**config.mk**
```make
export PLATFORM = sky130hd
export DESIGN_NAME = alu_lane
export DESIGN_NICKNAME = d
export VERILOG_FILES = /design/src/rtl/alu_lockstep_checker_pkg.sv /design/src/rtl/alu_lockstep_checker_lane.sv
export SDC_FILE = /design/constraint.sdc
export NUM_CORES = 1
export LEC_CHECK = 0
export CAP_MARGIN = 15
export CORE_MARGIN = 2
export CORE_UTILIZATION = 40
export DETAILED_ROUTE_END_ITERATION = 7
export DONT_BUFFER_PORTS = 1
export GPL_TIMING_DRIVEN = 1
export PLACE_DENSITY = 0.67
export SLEW_MARGIN = 20
export SYNTH_ARGS = -nofsm -noshare
export SYNTH_HDL_FRONTEND = slang
export SYNTH_SLANG_ARGS = --single-unit
```
**constraint.sdc**
```tcl
create_clock -name vclk -period 1.6
set_clock_uncertainty 0.2 [all_clocks]
set_input_delay 0.08 -clock vclk [all_inputs]
set_output_delay 0.08 -clock vclk [all_outputs]
set_load 0.005 [all_outputs]
```
**src/rtl/alu_lockstep_checker_pkg.sv**
```systemverilog
// Opcode encodings shared by the ALU lanes and the lockstep checker top.
package alu_pkg;

   localparam int unsigned OP_W = 3;

   localparam logic [OP_W-1:0] OP_ADD  = 3'b000;
   localparam logic [OP_W-1:0] OP_SUB  = 3'b001;
   localparam logic [OP_W-1:0] OP_AND  = 3'b010;
   localparam logic [OP_W-1:0] OP_OR   = 3'b011;
   localparam logic [OP_W-1:0] OP_XOR  = 3'b100;
   localparam logic [OP_W-1:0] OP_SHL1 = 3'b101;
   localparam logic [OP_W-1:0] OP_SHR1 = 3'b110;
   localparam logic [OP_W-1:0] OP_PASS = 3'b111;

endpackage

```
**src/rtl/alu_lockstep_checker_lane.sv**
```systemverilog
// Single combinational ALU lane: result plus carry/borrow/shifted-out bit.
module alu_lane
   import alu_pkg::*;
#(
   parameter int unsigned WIDTH = 4
) (
   input  logic [WIDTH-1:0] a_i,
   input  logic [WIDTH-1:0] b_i,
   input  logic [OP_W-1:0]  sel_i,
   output logic [WIDTH-1:0] result_o,
   output logic             carry_o
);

   logic [WIDTH:0] wide;

   // Opcode decode; carry is the extra bit of the widened add/sub or the bit shifted out.
   always_comb begin
      wide     = '0;
      result_o = '0;
      carry_o  = 1'b0;
      case (sel_i)
         OP_ADD: begin
            wide     = {1'b0, a_i} + {1'b0, b_i};
            result_o = wide[WIDTH-1:0];
            carry_o  = wide[WIDTH];
         end
         OP_SUB: begin
            wide     = {1'b0, a_i} - {1'b0, b_i};
            result_o = wide[WIDTH-1:0];
            carry_o  = wide[WIDTH];
         end
         OP_AND:  result_o = a_i & b_i;
         OP_OR:   result_o = a_i | b_i;
         OP_XOR:  result_o = a_i ^ b_i;
         OP_SHL1: begin
            result_o = {a_i[WIDTH-2:0], 1'b0};
            carry_o  = a_i[WIDTH-1];
         end
         OP_SHR1: begin
            result_o = {1'b0, a_i[WIDTH-1:1]};
            carry_o  = a_i[0];
         end
         OP_PASS: result_o = a_i;
         default: ;
      endcase
   end

endmodule

```
==> results.py <==
metrics = {
    "cells_and_area": {
        "fin_util": 0.450,
        "seq_cell_count": 0,
        "clkbuf_count": 0,
        "layout-drive-gt1-share": 0.216,
        "postLayoutCellArea_sq_um": 752,
        "nets": 115,
        "area_growth_pct": 8.88,
        "regArea_sq_um": 0,
        "fill_cells": 169,
        "multi_input_area_sq_um": 646,
        "stdcell_count": 105,
        "n_antenna_cell": 0,
    },
    "floorplan": {
        "num_rows": 15,
        "die_h_um": 45.6,
        "core-area_sq_um": 1670,
        "fp.dieArea_sq_um": 2080,
        "die_w_um": 45.6,
        "start_util": 0.413,
        "ios": 16,
    },
    "setup_path": {
        "cp.required_ns": 1.32,
        "crit_type": "input pin to output pin",
        "path_max_fanout": 4,
        "start_kind": "input pin",
        "critPathCaptureType": "output pin",
        "arrival_ns": 1.27,
    },
    "yosys": {
        "yosys_warnings": 0,
        "synth.top_cell.area_share": 0.217,
        "synth_area_leader_cell": "ha_1",
        "syn_nets": 113,
        "post-synth-top-count-cell": "inv_1",
        "ys_top_cells_by_area": "ha_1 22%, mux2i_1 7.2%, inv_1 7.1%",
        "synth_common_cells": "13 x inv_1, 12 x ha_1, 7 x a21oi_1",
        "yosysUniqueCellTypes": 35,
        "ys_seq_area_frac": 0,
        "syn_area_per_cell_sq_um": 7.85,
        "synthCells": 88,
        "syn_area_sq_um": 691,
    },
    "routing": {
        "wl_um": 1540,
        "viasPerCell": 5.96,
        "drtIter0Drc": 12,
        "drc_errors": 0,
        "wl_per_cell_um": 14.7,
        "ant_nets": 0,
        "vias": 626,
        "dr.pass1.iters": 4,
    },
    "timing": {
        "slew_headroom": 0.758,
        "setup_slack_ns": 0.0482,
        "fmax_mhz": 644,
        "worst_slew_pin_slew_ns": 0.361,
        "fin_crit_ns": 1.55,
        "maxSlewViolCount": 0,
        "finalSetupTns_ns": 0,
        "finalSetupViolCount": 0,
        "rsz0062_at_grt": "true",
        "hold_viol": 0,
        "min_period_over_period": 0.970,
    },
    "grt": {
        "grt_pass1_wl_um": 2730,
        "grt_overflow": 0,
        "grt_pass1_vias": 613,
        "track_usage": 0.172,
        "antenna_found_initial": 0,
        "grt_max_degree": 18,
    },
    "pwr": {
        "ir_worst_vdd_uv": 104,
        "p_leak_nw": 0.353,
        "p_per_area_nw_per_um2": 242,
    },
    "run_status": {
        "outcome": "finished, final reports clean",
    },
    "placement": {
        "dpl_worst_slack_ns": -0.0782,
        "gp_congestion": 0.856,
        "post_dp_cell_area_sq_um": 707,
        "dp_hpwl_um": 1210,
        "placed_cells": 105,
        "io_buffers": 0,
    },
    "clock_tree": {
        "postCtsSetupBuffers": 0,
        "hold_buffers": 0,
    },
    "worst_hold_path": {
        "hold_path_class": "input pin to output pin",
    },
    "job": {
        "drv_cap": 0,
    },
}
## layout make-up
cell class,instances,area share
inverter,14,0.0732
timing repair buffer,4,0.0399
tap,17,0.0283
multi-input combinational,70,0.859
## metal layers
| metal | share of wire | GRT usage |
|---|---|---|
| met1 | 0.43 | 0.240 |
| met4 | 0 | 0 |
| met2 | 0.53 | 0.307 |
| met5 | 0 | 0 |
| met3 | 0.036 | 0.00794 |
## per-stage QoR
step                      hold slack [ns]  total power [mW]
after detailed placement           0.0330             0.167
after global routing               0.0330             0.204
after floorplan                     0.183             0.153
after CTS                          0.0331             0.173
final                              0.0357             0.182
after global placement             0.0324             0.164
## cell families after synthesis
family	count (synthesis)	share of synthesized area
buffers and inverters	18	0.127
XOR/XNOR	1	0.0127
AND/OR/NAND/NOR	21	0.181
multiplexers	6	0.105
adder cells (fa/ha/maj)	14	0.275
AO/OA/AOI/OAI	28	0.299
## repair_timing
| item | 4_1_cts | 5_1_grt |
|---|---|---|
| resized for setup | 10 | 2 |
| pin swaps | 9 | 4 |
| setup endpoints to repair | 2 | 2 |
## worst max-delay path: stages
cell and delay, ns:
ha_4 0.12, inv_2 0.04, fa_2 0.40, xnor2_1 0.14, mux2i_1 0.13, o22ai_1 0.08, a211o_1 0.28
## final timing paths
check,start,slack [ns],cells after the start,endpoint
hold / removal,sel_i[1],0.04,1,result_o[0]
setup / recovery,a_i[0],0.05,7,result_o[2]
## cells in the final DEF, fill, tap and decap left out, types with 2 or more instances in the layout
master / Yosys / layout
nor2_1: 4 / 4
a21oi_1: 7 / 7
ha_1: 12 / 10
a211oi_1: 3 / 3
fa_2: 0 / 2
o21ai_1: 2 / 2
ha_4: 0 / 2
mux2i_1: 5 / 5
inv_2: 1 / 3
nor2b_1: 5 / 5
nand2_1: 6 / 6
buf_4: 1 / 4
or3b_1: 2 / 2
inv_1: 13 / 10
## power by group
group	total [mW]	internal, mW	leakage [nW]	switching [mW]
clock network	0	0	0	0
registers	0	0	0	0
logic	0.182	0.0935	0.353	0.0881
Note: power is estimated with default switching activity, not from simulation.
